[config.mk]
export PLATFORM = sky130hd
export DESIGN_NAME = song_writer_flat
export DESIGN_NICKNAME = d
export VERILOG_FILES = /design/src/rtl/song_pkg.sv /design/src/rtl/song_writer_if.sv /design/src/rtl/song_writer_dffar.sv /design/src/rtl/song_writer.sv /design/src/flat_wrapper.sv
export SDC_FILE = /design/constraint.sdc
export NUM_CORES = 1
export LEC_CHECK = 0
export CAP_MARGIN = 20
export CORE_ASPECT_RATIO = 0.9
export CORE_UTILIZATION = 35
export DETAILED_ROUTE_END_ITERATION = 8
export PLACE_DENSITY = 0.55
export SKIP_LAST_GASP = 1
export SLEW_MARGIN = 40
export SYNTH_ARGS = -nofsm -noshare
export SYNTH_HDL_FRONTEND = slang
export SYNTH_SLANG_ARGS = --single-unit
[constraint.sdc]
create_clock -name clk -period 2.42 [get_ports clk]
set_input_delay 0.242 -clock clk [delete_from_list [all_inputs] [get_ports clk]]
set_output_delay 0.242 -clock clk [all_outputs]
set_load 0.005 [all_outputs]
[src/rtl/song_pkg.sv]
// Shared definitions for the song writer: FSM state encoding, song word
// layout, index/gap limits, register bundles and word-encoding helpers.
//
// Song word layout (16 bits):
//   wait word : [15]=1, [14:9]=beats,  [8:0]=0
//   note word : [15]=0, [14:9]=note,   [8:3]=duration, [2:0]=0
//   end word  : 16'h0000
package song_pkg;

  typedef enum logic [2:0] {
    S_IDLE    = 3'd0,
    S_RECORD  = 3'd1,
    S_WR_WAIT = 3'd2,
    S_WR_NOTE = 3'd3,
    S_WR_END  = 3'd4,
    S_DONE    = 3'd5
  } state_t;

  localparam int WAIT_FLAG_BIT = 15;
  localparam int FIELD_A_MSB   = 14;  // beats (wait) or note (note word)
  localparam int FIELD_A_LSB   = 9;
  localparam int DUR_MSB       = 8;
  localparam int DUR_LSB       = 3;

  localparam logic [15:0] END_WORD  = 16'h0000;
  localparam logic [15:0] WAIT_FLAG = 16'h8000;
  localparam logic [6:0]  MAX_INDEX = 7'd126;
  localparam logic [5:0]  GAP_MAX   = 6'd63;

  // Control state carried between cycles.
  typedef struct packed {
    state_t     state;
    logic [1:0] slot;
    logic [6:0] idx;
    logic [5:0] gap;   // beats counted since the last accepted note
    logic [5:0] wgap;  // gap captured for the pending wait word
    logic [5:0] note;
    logic [5:0] dur;
    logic       pend;  // a note word follows the wait word
    logic       ovf;
  } ctl_t;

  // Registered output bundle.
  typedef struct packed {
    logic        note_ready;
    logic        wr_en;
    logic [8:0]  wr_addr;
    logic [15:0] wr_data;
    logic        recording;
    logic        rec_done;
  } out_t;

  function automatic logic [15:0] wait_word(input logic [5:0] beats);
    logic [15:0] w;
    w = WAIT_FLAG;
    w[FIELD_A_MSB:FIELD_A_LSB] = beats;
    return w;
  endfunction

  function automatic logic [15:0] note_word(input logic [5:0] note, input logic [5:0] dur);
    logic [15:0] w;
    w = 16'h0000;
    w[FIELD_A_MSB:FIELD_A_LSB] = note;
    w[DUR_MSB:DUR_LSB]         = dur;
    return w;
  endfunction

  // Add one beat to a gap, holding at GAP_MAX.
  function automatic logic [5:0] gap_add(input logic [5:0] gap, input logic beat);
    logic [5:0] g;
    if (beat && (gap != GAP_MAX)) begin
      g = gap + 6'd1;
    end else begin
      g = gap;
    end
    return g;
  endfunction

endpackage

[src/rtl/song_writer_if.sv]
// Bus between the note source / song RAM side and the song writer.
//   slave  : the song_writer itself (consumes controls and notes, drives writes)
//   master : the environment (drives controls and notes, observes writes)
interface song_writer_if;
  logic        record;
  logic [1:0]  slot;
  logic        beat;
  logic        note_valid;
  logic [5:0]  note;
  logic [5:0]  duration;
  logic        note_ready;
  logic        wr_en;
  logic [8:0]  wr_addr;
  logic [15:0] wr_data;
  logic        recording;
  logic        rec_done;
  logic        overflow;

  modport slave (
    input  record, slot, beat, note_valid, note, duration,
    output note_ready, wr_en, wr_addr, wr_data, recording, rec_done, overflow
  );

  modport master (
    output record, slot, beat, note_valid, note, duration,
    input  note_ready, wr_en, wr_addr, wr_data, recording, rec_done, overflow
  );
endinterface

[src/rtl/song_writer_dffar.sv]
// dffar: parameterised-width register with asynchronous active-high reset to 0.
//   clk   : clock
//   reset : asynchronous clear
//   d / q : data in / registered data out (W bits)
module dffar #(
  parameter int W = 1
) (
  input  logic         clk,
  input  logic         reset,
  input  logic [W-1:0] d,
  output logic [W-1:0] q
);

  // Storage with asynchronous clear.
  always_ff @(posedge clk or posedge reset) begin
    if (reset) begin
      q <= {W{1'b0}};
    end else begin
      q <= d;
    end
  end

endmodule

[src/rtl/song_writer.sv]
// song_writer: captures timed note events into a song RAM slot as a stream of
// wait/note words terminated by an end word.
//   clk, reset : clock, asynchronous active-high reset
//   bus        : song_writer_if.slave -- record/slot/beat controls, note
//                handshake (note_valid/note/duration/note_ready), RAM write
//                port (wr_en/wr_addr/wr_data) and status (recording,
//                rec_done, overflow)
// All outputs are registered: the combinational block computes the next
// control state and then the output values that state will present.
module song_writer
  import song_pkg::*;
(
  input logic        clk,
  input logic        reset,
  song_writer_if.slave bus
);

  ctl_t ctl_r, ctl_n;
  out_t out_r, out_n;

  dffar #(.W($bits(ctl_t))) u_ctl (.clk(clk), .reset(reset), .d(ctl_n), .q(ctl_r));
  dffar #(.W($bits(out_t))) u_out (.clk(clk), .reset(reset), .d(out_n), .q(out_r));

  // Next-state logic for the recording FSM and its data registers.
  always_comb begin
    ctl_n = ctl_r;
    case (ctl_r.state)
      S_IDLE: begin
        if (bus.record) begin
          ctl_n.state = S_RECORD;
          ctl_n.slot  = bus.slot;
          ctl_n.idx   = 7'd0;
          ctl_n.gap   = 6'd0;
          ctl_n.ovf   = 1'b0;
        end else begin
          ctl_n.state = S_IDLE;
        end
      end
      S_RECORD: begin
        if (!bus.record) begin
          // Stop: the trailing gap is not written.
          ctl_n.state = S_WR_END;
          ctl_n.gap   = 6'd0;
        end else if (bus.note_valid && ((bus.note != 6'd0) || (bus.duration != 6'd0))) begin
          // A coincident beat belongs to this note's gap.
          ctl_n.note  = bus.note;
          ctl_n.dur   = bus.duration;
          ctl_n.wgap  = gap_add(ctl_r.gap, bus.beat);
          ctl_n.gap   = 6'd0;
          ctl_n.pend  = 1'b1;
          ctl_n.state = (ctl_n.wgap != 6'd0) ? S_WR_WAIT : S_WR_NOTE;
        end else if (bus.beat && (ctl_r.gap == GAP_MAX)) begin
          // Gap counter full: flush a maximal wait word, carry this beat.
          ctl_n.wgap  = GAP_MAX;
          ctl_n.gap   = 6'd1;
          ctl_n.pend  = 1'b0;
          ctl_n.state = S_WR_WAIT;
        end else begin
          // Idle cycle or an all-zero event (accepted and dropped).
          ctl_n.gap = gap_add(ctl_r.gap, bus.beat);
        end
      end
      S_WR_WAIT: begin
        ctl_n.gap = gap_add(ctl_r.gap, bus.beat);
        ctl_n.idx = ctl_r.idx + 7'd1;
        if (ctl_r.idx == MAX_INDEX) begin
          // Last non-end slot used: the pending note is dropped.
          ctl_n.state = S_WR_END;
          ctl_n.ovf   = 1'b1;
          ctl_n.pend  = 1'b0;
        end else if (ctl_r.pend) begin
          ctl_n.state = S_WR_NOTE;
        end else begin
          ctl_n.state = S_RECORD;
        end
      end
      S_WR_NOTE: begin
        ctl_n.gap  = gap_add(ctl_r.gap, bus.beat);
        ctl_n.idx  = ctl_r.idx + 7'd1;
        ctl_n.pend = 1'b0;
        if (ctl_r.idx == MAX_INDEX) begin
          ctl_n.state = S_WR_END;
          ctl_n.ovf   = 1'b1;
        end else begin
          ctl_n.state = S_RECORD;
        end
      end
      S_WR_END: begin
        ctl_n.idx   = ctl_r.idx + 7'd1;
        ctl_n.gap   = 6'd0;
        ctl_n.state = S_DONE;
      end
      S_DONE: begin
        if (!bus.record) begin
          ctl_n.state = S_IDLE;
        end else begin
          ctl_n.state = S_DONE;
        end
      end
      default: begin
        ctl_n = '0;
      end
    endcase
  end

  // Output values presented while in the next state.
  always_comb begin
    out_n            = '0;
    out_n.note_ready = (ctl_n.state == S_RECORD);
    out_n.recording  = (ctl_n.state != S_IDLE) && (ctl_n.state != S_DONE);
    out_n.rec_done   = (ctl_n.state == S_DONE) && (ctl_r.state == S_WR_END);
    case (ctl_n.state)
      S_WR_WAIT: begin
        out_n.wr_en   = 1'b1;
        out_n.wr_addr = {ctl_n.slot, ctl_n.idx};
        out_n.wr_data = wait_word(ctl_n.wgap);
      end
      S_WR_NOTE: begin
        out_n.wr_en   = 1'b1;
        out_n.wr_addr = {ctl_n.slot, ctl_n.idx};
        out_n.wr_data = note_word(ctl_n.note, ctl_n.dur);
      end
      S_WR_END: begin
        out_n.wr_en   = 1'b1;
        out_n.wr_addr = {ctl_n.slot, ctl_n.idx};
        out_n.wr_data = END_WORD;
      end
      default: begin
        out_n.wr_en = 1'b0;
      end
    endcase
  end

  assign bus.note_ready = out_r.note_ready;
  assign bus.wr_en      = out_r.wr_en;
  assign bus.wr_addr    = out_r.wr_addr;
  assign bus.wr_data    = out_r.wr_data;
  assign bus.recording  = out_r.recording;
  assign bus.rec_done   = out_r.rec_done;
  assign bus.overflow   = ctl_r.ovf;

endmodule

[src/flat_wrapper.sv]
// flat-port wrapper written by rule: the top's interface ports become plain ports
module song_writer_flat import song_pkg::*;
  (clk, reset, bus_record, bus_slot, bus_beat, bus_note_valid, bus_note, bus_duration, bus_note_ready, bus_wr_en, bus_wr_addr, bus_wr_data, bus_recording, bus_rec_done, bus_overflow);
  song_writer_if bus_i ();
  input logic clk;
  input logic reset;
  input wire logic [$bits(bus_i.record)-1:0] bus_record;
  input wire logic [$bits(bus_i.slot)-1:0] bus_slot;
  input wire logic [$bits(bus_i.beat)-1:0] bus_beat;
  input wire logic [$bits(bus_i.note_valid)-1:0] bus_note_valid;
  input wire logic [$bits(bus_i.note)-1:0] bus_note;
  input wire logic [$bits(bus_i.duration)-1:0] bus_duration;
  output wire logic [$bits(bus_i.note_ready)-1:0] bus_note_ready;
  output wire logic [$bits(bus_i.wr_en)-1:0] bus_wr_en;
  output wire logic [$bits(bus_i.wr_addr)-1:0] bus_wr_addr;
  output wire logic [$bits(bus_i.wr_data)-1:0] bus_wr_data;
  output wire logic [$bits(bus_i.recording)-1:0] bus_recording;
  output wire logic [$bits(bus_i.rec_done)-1:0] bus_rec_done;
  output wire logic [$bits(bus_i.overflow)-1:0] bus_overflow;
  assign bus_i.record = bus_record;
  assign bus_i.slot = bus_slot;
  assign bus_i.beat = bus_beat;
  assign bus_i.note_valid = bus_note_valid;
  assign bus_i.note = bus_note;
  assign bus_i.duration = bus_duration;
  assign bus_note_ready = bus_i.note_ready;
  assign bus_wr_en = bus_i.wr_en;
  assign bus_wr_addr = bus_i.wr_addr;
  assign bus_wr_data = bus_i.wr_data;
  assign bus_recording = bus_i.recording;
  assign bus_rec_done = bus_i.rec_done;
  assign bus_overflow = bus_i.overflow;
  song_writer u_core (.clk(clk), .reset(reset), .bus(bus_i));
endmodule
==> reports/results.txt, run 1 <==
Unrepaired setup endpoints after global routing: no
Final WL: 6332 um
Num Clock Sinks: 58
Static leakage: 1.741 nW
Synth cell types: 52
CTS tree: done
Fin nets: 379
DR vias: 2273
Routed vias/inst: 4.974
Met1 capacity usage during global routing: 24.75%
Final period utilization: 91.55%
Worst-Margin Slew: 521.3 ps
Critical R2R Capture: u_core.u_out.q[13]$_DFF_PP0_
Final Max Tran Viols: 0
Post-synth top area cell: dfrtp_1
Initial core utilization: 36.67%
Final non-filler cell total: 457
Initial antenna violation count: 0
First-pass GRT wire length: 10870 um
Final GP Congestion: 0.7890
Min Tclk post-route: 2215 ps
IO Pins: 49
CP startpoint kind: flop
Drt pass-1 iters: 5
Worst R2R Setup Slack: 200 ps
Synth top area share: 51.69%
Filler cells: 756
Max cap viols: 0
Status: finished clean
Worst setup endpoint: u_core.u_out.q[13]$_DFF_PP0_
Critical Path AT: 2470 ps
PD cells: 941.9 nW/um^2
Fin. Hold Viols: 0
Clock Tree Root: clkbuf_8
Worst slew margin: 65.12%
Mapped Area: 2808 sq um
Final setup vio count: 0
Core Rows: 30
Number of setup buffers added after CTS: 0
Fmax: 451.4 MHz
Worst flop-to-flop path startpoint: u_core.u_ctl.q[20]$_DFFE_PP0P_
Worst skew pair latency: 340 ps
Reg2Reg Depth: 8
Layout cells sized above 1: 19.67%
Worst hold slack: 265.5 ps
H-Tree Depth: 3
Critical Path RT: 2670 ps
Clock skew: 8.023 ps
Placed cells: 442
Top Usage Layer GRT: met1
CTS Hold Bufs: 0
Fin util: 49.35%
Top post-synthesis cells by area: dfrtp_1, nand2_1, o21ai_0, a21oi_1, nor2_1
Post-synthesis compound-gate area fraction: 16.40%
Placed cell area: 3583 sq um
Residual DRC count: 0
Yosys reg bits: 58
Hold Path Class: in -> async
Post-route cell area: 3779 sq um
# diodes: 0
Grt total ovfl: 0
Post-Synth Simple-Gate Area: 23.62%
Largest family of logic cells by synthesized area: simple AND/OR/NAND/NOR gates
Final setup TNS: 0 ps
XOR/XNOR Fraction of Synth Area: 0.6239%
Met2 GRT Util: 24.44%
Average wire per standard cell: 13.86 um
Global Route Usage Sum: 17.64%
Grt met3 use: 7.417%
Post_cts resized: 0
Die area: 8385 sq um
Vias in the first global route: 2134
Asr flop ratio synth: 100.0%
Post-Synth Adder-Cell Area: 1.337%
Worst-path maximum fanout: 11
CP Class: reg -> reg
Mux share of post-synthesis cell area: 0.7576%
Largest net degree at the start of global routing: 59
Synth Warn #: 0
Clk pin slew, worst setup/hold paths: 70 ps
Number of enable flip-flop cells after synthesis: 0
Worst vdd ir: 0.3863 mV
Avg Cell Area, Syn: 9.921 sq um
Core footprint: 7657 sq um
CTS Buf Count: 9
Max clock buf depth: 2
Layout area overhead: 34.58%
Synth Instances: 283
IO Port Bufs: 45
Critical path origin: u_core.u_ctl.q[20]$_DFFE_PP0P_
Die Span Y: 86.97 um
Crit. End Element: flop
Sequential fraction of the synthesis area: 51.69%
Chip Width: 96.41 um
Top FF cell, synth: dfrtp_1
Hpwl dp: 4485 um
DRT iter0 DRCs: 161
Routed Antenna Nets: 0
how the worst min path moves through the flow:
stage | startpoint | to | cells past startpoint
CTS | reset | u_core.u_ctl.q[2]$_DFF_PP0_ | 3
global route | reset | u_core.u_ctl.q[2]$_DFF_PP0_ | 3
detailed placement | u_core.u_ctl.q[32]$_DFF_PP0_ | u_core.u_ctl.q[32]$_DFF_PP0_ | 1
floorplan | bus_note[4] | u_core.u_ctl.q[12]$_DFF_PP0_ | 2
global placement | u_core.u_ctl.q[34]$_DFF_PP0_ | u_core.u_ctl.q[34]$_DFF_PP0_ | 2
finish | reset | u_core.u_ctl.q[2]$_DFF_PP0_ | 3
power breakdown:
part / switching [mW] / internal (mW) / leakage (nW) / total, mW
registers: 0.0997 / 1.21 / 0.775 / 1.31
clock network: 0.386 / 0.493 / 0.0941 / 0.879
logic: 0.750 / 0.624 / 0.871 / 1.37
total: 1.24 / 2.32 / 1.74 / 3.56
through the flow:
step,worst slack [ps],power (mW)
2_1_floorplan,295.8,2.120
3_3_place_gp,76.94,2.702
3_5_place_dp,19.56,2.705
4_1_cts,173.5,3.608
5_1_grt,59.18,3.833
6_report,204.5,3.559
cell families after synthesis:
family          Yosys count
buf+inv                  33
flops                    58
compound gates           68
xor+xnor                  2
fa+ha+maj                 3
mux                       2
other cells               1
simple gates            116
placed cells by master (no fill, tap or decap), types with 9 or more instances in the layout:
cell type / count
nand3_1: 9
clkdlybuf4s50_1: 45
o21ai_0: 19
and3_1: 11
dfrtp_1: 58
clkbuf_8: 10
inv_1: 15
nor2_1: 20
a21oi_1: 17
and2_1: 11
nand2_1: 30
buf_4: 27
sequential cells by signal, indices dropped and copies added (netlist names):
register,flops
u_core.u_out.q,26
u_core.u_ctl.q,32
cell usage after synthesis (7+ instances only):
cell,n
o21ai_0,19
dfrtp_1,58
a21oi_1,17
clkbuf_1,7
and2_1,11
nor2_1,21
inv_1,16
and3_1,11
nand2_1,30
nand3_1,9
layout make-up:
type                    count  area (sq um)  area share (%)
repair buffers             76         733.2           19.40
well taps                  96         120.1           3.179
inverters                  18         67.56           1.788
multi-input cells         194          1214           32.12
clock buffers              10         137.6           3.642
flip-flops and latches     58          1451           38.41
clock inverters             5         55.05           1.457
worst max-delay path, cell delays in order (launching register included):
cell       delay [ps]
dfrtp_1           380
ha_1              260
nand3_1           140
nor2_1            100
or3_1             400
a2111oi_4         340
nor2_2            120
buf_12            170
o31ai_1           220
per-layer routing:
layer	share of wire (%)	vias to the layer above
li1	-	1123
met1	49	1083
met2	44	59
met3	6.0	8
met4	1.1	0
met5	0	-
Power figures use the tool's default switching activity.
==> inputs of run 2 (changes only) <==
--- a/config.mk
+++ b/config.mk
@@ -8,6 +8,7 @@
 export CAP_MARGIN = 20
 export CORE_ASPECT_RATIO = 0.9
 export CORE_UTILIZATION = 35
+export CTS_BUF_LIST = sky130_fd_sc_hd__clkbuf_16
 export DETAILED_ROUTE_END_ITERATION = 8
 export PLACE_DENSITY = 0.55
 export SKIP_LAST_GASP = 1
==> reports/results.txt, run 2 (synthesized netlist as in run 1, its figures left out) <==
Status: finished clean
CTS Hold Bufs: 0
CTS Buf Count: 9
Core footprint: 7657 sq um
Worst skew pair latency: 330 ps
Worst vdd ir: 0.4400 mV
Max reg flops: 32
First-pass GRT wire length: 10990 um
DRT iter0 DRCs: 153
PD cells: 1009 nW/um^2
Final period utilization: 91.71%
Clk pin slew, worst setup/hold paths: 50 ps
CP startpoint kind: flop
Routed vias/inst: 4.991
Filler cells: 752
Biggest regs: u_core.u_ctl.q (32), u_core.u_out.q (26)
Max cap viols: 0
Vias in the first global route: 2161
Clock Tree Root: clkbuf_16
Final non-filler cell total: 457
DR vias: 2281
CP Class: reg -> reg
Residual DRC count: 0
Post_cts resized: 0
Fin. Hold Viols: 0
Final Max Tran Viols: 0
Worst-Margin Slew: 529.6 ps
Routed Antenna Nets: 0
Most frequent cells in the layout: dfrtp_1, clkdlybuf4s50_1, nand2_1
Initial antenna violation count: 0
Largest Register: u_core.u_ctl.q
IO Pins: 49
Hpwl dp: 4485 um
Most common cell after layout, fill and taps aside: dfrtp_1
IO Port Bufs: 45
Fin nets: 379
Num Clock Sinks: 58
Min Tclk post-route: 2219 ps
Critical Path RT: 2650 ps
Static leakage: 1.781 nW
Largest net degree at the start of global routing: 59
Unrepaired setup endpoints after global routing: no
Drt pass-1 iters: 4
Worst-path maximum fanout: 11
Hold Path Class: in -> async
Global Route Usage Sum: 17.77%
Core Rows: 30
Placed cells: 442
Final setup vio count: 0
H-Tree Depth: 3
Chip Width: 96.41 um
Critical Path AT: 2450 ps
Average wire per standard cell: 14.14 um
Clock skew: 6.245 ps
Die area: 8385 sq um
# diodes: 0
Layout area overhead: 37.83%
Max clock buf depth: 2
CTS tree: done
Final setup TNS: 0 ps
Initial core utilization: 36.67%
Final WL: 6460 um
Fmax: 450.6 MHz
Worst slew margin: 64.65%
Die Span Y: 86.97 um
Layout cells sized above 1: 19.39%
Multi-input logic area: 1214 sq um
Number of setup buffers added after CTS: 0
Final GP Congestion: 0.7890
Final worst setup slack: 200.7 ps
Crit. End Element: flop
Worst slack, placed: 19.56 ps
Register Area: 1451 sq um
Grt total ovfl: 0
[run 2: power breakdown]
part	leakage [nW]	switching (mW)	internal (mW)	total, mW
clock	0.135	0.426	0.781	1.21
sequential	0.775	0.103	1.21	1.31
combinational	0.871	0.761	0.625	1.39
[run 2: per-stage QoR]
| step | power (mW) | hold WS [ps] | instance area [sq um] | util (%) |
|---|---|---|---|---|
| global route | 4.169 | 338.7 | 3870 | 50.54 |
| finish | 3.905 | 292.2 | 3870 | 50.54 |
| CTS | 3.948 | 304.9 | 3867 | 50.51 |
| global placement | 2.702 | 501.5 | 3583 | 46.80 |
| floorplan | 2.120 | 366.7 | 2815 | - |
| detailed placement | 2.705 | 504.0 | 3583 | 46.80 |
[run 2: layer usage]
| metal | track usage, % | routed length [um] | up-vias |
|---|---|---|---|
| met5 | 0 | 0 | - |
| met4 | 6.551 | 110 | 0 |
| met3 | 5.585 | 299 | 9 |
| met2 | 25.27 | 2848 | 54 |
| met1 | 25.19 | 3201 | 1093 |
| li1 | - | - | 1125 |
[run 2: final timing paths]
| path | start | endpoint | slack [ps] | depth (start not counted) |
|---|---|---|---|---|
| worst min register to register | u_core.u_ctl.q[33]$_DFF_PP0_ | u_core.u_ctl.q[33]$_DFF_PP0_ | 510 | 2 |
| worst max-delay path | u_core.u_ctl.q[20]$_DFFE_PP0P_ | u_core.u_out.q[13]$_DFF_PP0_ | 200 | 8 |
| worst min-delay path | reset | u_core.u_ctl.q[2]$_DFF_PP0_ | 290 | 3 |
| worst max register to register | u_core.u_ctl.q[20]$_DFFE_PP0P_ | u_core.u_out.q[13]$_DFF_PP0_ | 200 | 8 |
| max in group asynchronous | reset | u_core.u_ctl.q[25]$_DFFE_PP0P_ | 1870 | 3 |
| min in group clk | u_core.u_ctl.q[33]$_DFF_PP0_ | u_core.u_ctl.q[33]$_DFF_PP0_ | 510 | 2 |
[run 2: layout make-up]
| type | count | area share, % |
|---|---|---|
| timing repair buffer | 76 | 18.95 |
| clock inverter | 6 | 1.520 |
| clock buffer | 9 | 5.820 |
| inverter | 18 | 1.746 |
| multi-input combinational | 194 | 31.36 |
| tap | 96 | 3.104 |
| sequential | 58 | 37.50 |
[run 2: critical path: stages, from the launching register on]
cell,delay (ps)
dfrtp_1,380
ha_1,260
nand3_1,140
nor2_1,100
or3_1,400
a2111oi_4,340
nor2_2,120
buf_12,170
o31ai_1,220
==> variant 1 (settings of run 2) <==
Register the output `bus.overflow`; this adds one clock of latency there.
--- a/src/rtl/song_writer.sv
+++ b/src/rtl/song_writer.sv
@@ -137,7 +137,9 @@
   assign bus.wr_data    = out_r.wr_data;
   assign bus.recording  = out_r.recording;
   assign bus.rec_done   = out_r.rec_done;
-  assign bus.overflow   = ctl_r.ovf;
+  always_ff @(posedge clk) begin
+    bus.overflow <= ctl_r.ovf;
+  end
 
 endmodule
 
Formal check against the unedited RTL: no difference found for any inputs over 4 cycles, from zero or initial values and one cycle with reset high; that may be too few to reach the edited logic, so the function may still have changed.
==> variant 1 against run 2 <==
- cell area unchanged
- maximum frequency down 2.8%
- synthesized area up 0.71%
- wire length down 1.2%
- core utilization down 0.25 points
- worst setup slack worse by 0.063 ns
- total power down 0.34%
- critical path depth unchanged
- global-route usage down 1.0 points
- final cell count up 0.22%
- sequential cell count up 1
==> variant 1: results (changes against run 2) <==
- Vias in the first global route: 2,179 (+0.83%)
- Number of CTS-inserted buffers: 9 (unchanged)
- Top cells by area, synth: dfrtp_1 (51%), nand2_1 (4.0%), o21ai_0 (3.4%), a21oi_1 (3.0%), nor2_1 (2.8%)
- LEAKAGE: 1.784 nW (+0.14%)
- Post-synthesis sequential area ratio: 52.04% (+0.34 points)
- Final Hold Violating Endpoints: 0 (unchanged)
- Sw frac: 32.69% (-0.36 points)
- HPWL Detailed: 4608 um (+2.7%)
- Clock root cell: clkbuf_16
- Routability Congestion: 0.7728 (-2.1%)
- Main synth FF type: dfrtp_1
- Drt first pass iters: 5 (+1)
- Wirelength per Cell: 13.94 um (-1.4%)
- # Post-CTS Setup Buffers: 0 (unchanged)
- Inserted Diodes: 0 (unchanged)
- Fin. max-slew vios: 0 (unchanged)
- Port bufs: 45 (unchanged)
- Clock Skew: 0.004842 ns (-0.001403 ns)
- Asr flop ratio synth: 98.31% (-1.7 points)
- Clock Latency Late Sink: 0.32 ns
- Largest net degree at the start of global routing: 34 (-42%)
- Vias per cell: 4.998 (+0.13%)
- Worst-path clk slew: 0.05 ns (about the same)
- Worst Path Max Fanout: 9 (-2)
- Synthesis Warnings: 0 (unchanged)
- Top Registers: u_core.u_ctl.q x32, u_core.u_out.q x26, u_core.bus.overflow x1
- Synth Area in Compound Gates: 16.28% (-0.12 points)
- Initial antenna violation count: 0 (unchanged)
- Min-delay worst type: primary input to asynchronous set/reset pin
- Relative slew slack: 60.92% (-3.7 points)
- Share of cells above drive strength 1: 18.78% (-0.61 points)
- Commonest cells post-synth: dfrtp_1 (58), nand2_1 (30), nor2_1 (21)
- Filler cells: 693 (-7.8%)
- CTS Buffer Depth: 2 (unchanged)
- # nets final: 379 (unchanged)
- VDD IR max: 0.0004962 V (+13%)
- GR Util All Layers: 16.75% (-1.0 points)
- Synth cell types: 53 (+1.9%)
- Iter 0 DRT Violations: 184 (+20%)
- Mux cell area share after synthesis: 0.7522% (-0.0054 points)
- Total grt overflow: 0 (unchanged)
- Adder-Cell Fraction of Synth Area: 1.327% (-0.0095 points)
- Outcome: completed
- XOR/XNOR Fraction of Synth Area: 0.6195% (-0.0044 points)
- Crit path DAT: 2.51 ns (+0.06 ns)
- CTS HTree Levels: 3 (unchanged)
- First-pass GRT wire length: 10,980 um (-0.13%)
==> variant 1: cell type report <==
type,instances,area share [%]
multi-input cells,194,31.36
repair buffers,75,18.43
well taps,96,3.104
inverters,18,1.746
flip-flops and latches,59,38.02
clock inverters,7,1.520
clock buffers,9,5.820
==> variant 1: power groups by stage <==
| stage | logic, mW | registers, mW | clock network (mW) |
|---|---|---|---|
| floorplan | 0.810 | 1.33 | 0 |
| global placement | 1.36 | 1.34 | 0 |
| detailed placement | 1.36 | 1.34 | 0 |
| CTS | 1.37 | 1.33 | 1.23 |
| global route | 1.51 | 1.35 | 1.28 |
| finish | 1.36 | 1.32 | 1.21 |
==> variant 1: kinds of logic (layout without fill, tap and decap cells) <==
group | Yosys count | count (layout)
DFF | 59 | 59
xor gates and xnor gates | 2 | 2
adders and majority gates | 3 | 3
muxes | 2 | 2
other | 1 | 3
AOI/OAI and AO/OA | 68 | 68
buffers and inverters | 33 | 109
and+or+nand+nor | 116 | 116
==> variant 1: metrics by stage <==
step           std cells  hold slack [ns]  setup slack, ns  cell area [um^2]
2_1_floorplan        286           0.3411           0.2958              2835
6_report             458           0.2876           0.1375              3870
4_1_cts              458           0.3103           0.1066              3867
3_3_place_gp         442           0.3594          0.02148              3583
3_5_place_dp         442           0.3640          0.03015              3583
5_1_grt              458           0.3440         0.001175              3870
==> variant 1: timing repair <==
item,in CTS,in global routing
endpoints found under the setup margin,0,14
gates resized for setup,0,1
endpoints found under the hold margin,0,0
==> variant 1: worst paths after layout <==
path / start / end / slack, ns / depth (start not counted)
min in group clk: u_core.u_ctl.q[0] / u_core.bus.overflow / 0.37 / 0
max: u_core.u_ctl.q[21] / u_core.u_out.q[10] / 0.14 / 8
max reg2reg: u_core.u_ctl.q[21] / u_core.u_out.q[10] / 0.14 / 8
min reg2reg: u_core.u_ctl.q[0] / u_core.bus.overflow / 0.37 / 0
max in group asynchronous: reset / u_core.u_ctl.q[22] / 1.58 / 3
min: reset / u_core.u_out.q[26] / 0.29 / 2
==> variant 1: critical path, stage by stage (launching register included) <==
cell       delay (ns)
dfrtp_1          0.43
ha_1             0.26
nand3_1          0.15
nor2_2           0.09
or3_1            0.39
a2111oi_4        0.36
nor2_2           0.14
buf_12           0.18
nor4_4           0.19
==> variant 1: per-layer routing <==
metal	share of wire, %	global-route usage (%)	vias up
li1	-	-	1134
met1	50	24.24	1091
met2	44	23.75	55
met3	4.2	4.815	9
met4	1.5	6.106	0
met5	0	0	-
==> variant 2 (settings of run 2) <==
Made on the original files. Set the package constant `GAP_MAX` to 6'd31 (it was 6'd63).
--- a/src/rtl/song_pkg.sv
+++ b/src/rtl/song_pkg.sv
@@ -25,7 +25,7 @@
   localparam logic [15:0] END_WORD  = 16'h0000;
   localparam logic [15:0] WAIT_FLAG = 16'h8000;
   localparam logic [6:0]  MAX_INDEX = 7'd126;
-  localparam logic [5:0]  GAP_MAX   = 6'd63;
+  localparam logic [5:0]  GAP_MAX   = 6'd31;
 
   // Control state carried between cycles.
   typedef struct packed {
Formal check against the unedited RTL: same outputs for any inputs over 4 cycles, from zero or initial values and one cycle with reset high; that may be too few to reach the edited logic, so the function may still have changed.
==> variant 2 against run 2 <==
- cell area up 5.8%
- total power increased by 7.3%
- maximum frequency grew 3.7%
- sequential cell count up 5
- wire length is 14% higher
- worst setup slack better by 0.080 ns
- synthesized area is 11% higher
==> variant 2: results (changes against run 2) <==
- Filler cells: 809 (+7.6%)
- Syn_area_per_cell: 9.520 um^2 (-4.0%)
- Top cells by area, synth: dfrtp_1 (51%), nand2_1 (5.7%), and2_1 (3.8%), a21oi_1 (3.4%), o21ai_0 (3.1%)
- Relative slew slack: 63.22% (-1.4 points)
- Vias per cell: 4.992 (about the same)
- HPWL Detailed: 5342 um (+19%)
- Post-synthesis sequential area ratio: 50.64% (-1.1 points)
- WL final: 7388 um (+14%)
- DP Cell Count: 497 (+12%)
- GR Util All Layers: 17.53% (-0.23 points)
- Min-delay worst type: primary input to asynchronous set/reset pin
- Synthesis Warnings: 0 (unchanged)
- Internal power: 2.756 mW (+5.4%)
- # nets final: 411 (+8.4%)
- Drt first pass iters: 5 (+1)
- Clock Skew: 0.006476 ns (+0.0002310 ns)
- First-pass GRT wire length: 12,400 um (+13%)
- Adder-Cell Fraction of Synth Area: 1.206% (-0.13 points)
- DRC: 0 (unchanged)
- Crit path DAT: 2.35 ns (-0.10 ns)
- Mux cell area share after synthesis: 0.7637% (+0.0061 points)
- VDD IR max: 0.0003504 V (-20%)
- Worst Path Max Fanout: 11 (unchanged)
- Non-Filler Instances: 513 (+12%)
- Outcome: completed
- Commonest cells post-synth: dfrtp_1 (63), nand2_1 (47), nor2_1 (25)
- XOR/XNOR Fraction of Synth Area: 0.2814% (-0.34 points)
- Largest net degree at the start of global routing: 42 (-29%)
- Top Registers: u_core.u_ctl.q x37, u_core.u_out.q x26
- Main synth FF type: dfrtp_1
- Vias in the first global route: 2,450 (+13%)
- Routability Congestion: 0.8187 (+3.8%)
- Slowest cell on the critical path: dfrtp_1
- LEAKAGE: 1.808 nW (+1.5%)
- Synth Area in Compound Gates: 17.73% (+1.3 points)
- CP max stage delay: 0.37 ns (-0.03 ns)
- CP top delay family: simple AND/OR/NAND/NOR gates
- Inserted Diodes: 0 (unchanged)
- Port bufs: 45 (unchanged)
- Iter 0 DRT Violations: 128 (-16%)
- Clock Latency Late Sink: 0.32 ns
- Area after DPL: 3797 um^2 (+6.0%)
- Synth cell types: 61 (+17%)
- Max reg flops: 37 (+16%)
- Asr flop ratio synth: 100.0% (unchanged)
- Share of cells above drive strength 1: 13.96% (-5.4 points)
[variant 2: changes by cell type after synthesis, sizes merged, moves of 4 or more]
cell | before | now
and2 | 11 | 20
nand2 | 30 | 47
buf | 8 | 15
o2bb2ai | 0 | 4
and3 | 11 | 2
dfrtp | 58 | 63
inv | 18 | 11
a21oi | 17 | 23
nand3 | 9 | 13
o31ai | 8 | 3
nor2b | 2 | 6
clkbuf | 7 | 2
[variant 2: cell type report]
cell class                      count  area share [%]
Clock buffer                        9           5.503
Clock inverter                      7           1.376
Inverter                           11           1.009
Multi-Input combinational cell    238           34.79
Sequential cell                    63           38.52
Tap cell                          119           3.638
Timing Repair Buffer               66           15.16
[variant 2: path summary, 6_finish.rpt]
path,from,end,slack [ns],cells past startpoint
min in group clk,u_core.u_ctl.q[3],u_core.u_ctl.q[3],0.49,2
worst min-delay path,reset,u_core.u_out.q[19],0.28,2
worst max register to register,u_core.u_ctl.q[21],u_core.u_out.q[14],0.28,7
worst max-delay path,u_core.u_ctl.q[21],u_core.u_out.q[14],0.28,7
max in group asynchronous,reset,u_core.u_out.q[14],1.55,3
worst min register to register,u_core.u_ctl.q[3],u_core.u_ctl.q[3],0.49,2
[variant 2: per-stage QoR]
| stage | TNS [ns] | worst slack (ns) | power (mW) | utilization (%) |
|---|---|---|---|---|
| floorplan | 0 | 0.4905 | 2.420 | - |
| global placement | -0.9884 | -0.1327 | 2.965 | 44.11 |
| detailed placement | -1.100 | -0.1450 | 2.968 | 44.11 |
| CTS | 0 | 0.06353 | 4.218 | 47.38 |
| global route | 0 | 0.05301 | 4.490 | 47.54 |
| finish | 0 | 0.2802 | 4.188 | 47.54 |
[variant 2: power by group through the flow]
stage	logic, mW	registers [mW]	clock network (mW)
finish	1.43	1.54	1.22
global route	1.61	1.58	1.30
CTS	1.43	1.54	1.25
detailed placement	1.42	1.55	0
global placement	1.41	1.55	0
floorplan	0.940	1.48	0
[variant 2: kinds of logic after synthesis]
| group | after synthesis |
|---|---|
| AND/OR/NAND/NOR | 146 |
| flip-flops | 63 |
| other | 1 |
| XOR/XNOR | 1 |
| AO/OA/AOI/OAI | 83 |
| buffers and inverters | 28 |
| multiplexers | 2 |
| adder cells (fa/ha/maj) | 3 |
[variant 2: timing repair]
action	4_1_cts	5_1_grt
gates resized for setup	0	3
endpoints found under the setup margin	0	9
setup buffers	0	0
[variant 2: per-layer routing]
metal,vias to the layer above,global-route usage (%),wire [um]
li1,1277,-,-
met1,1213,25.58,3758
met2,65,25.51,3241
met3,6,4.080,319
met4,0,5.435,68
met5,-,0,0
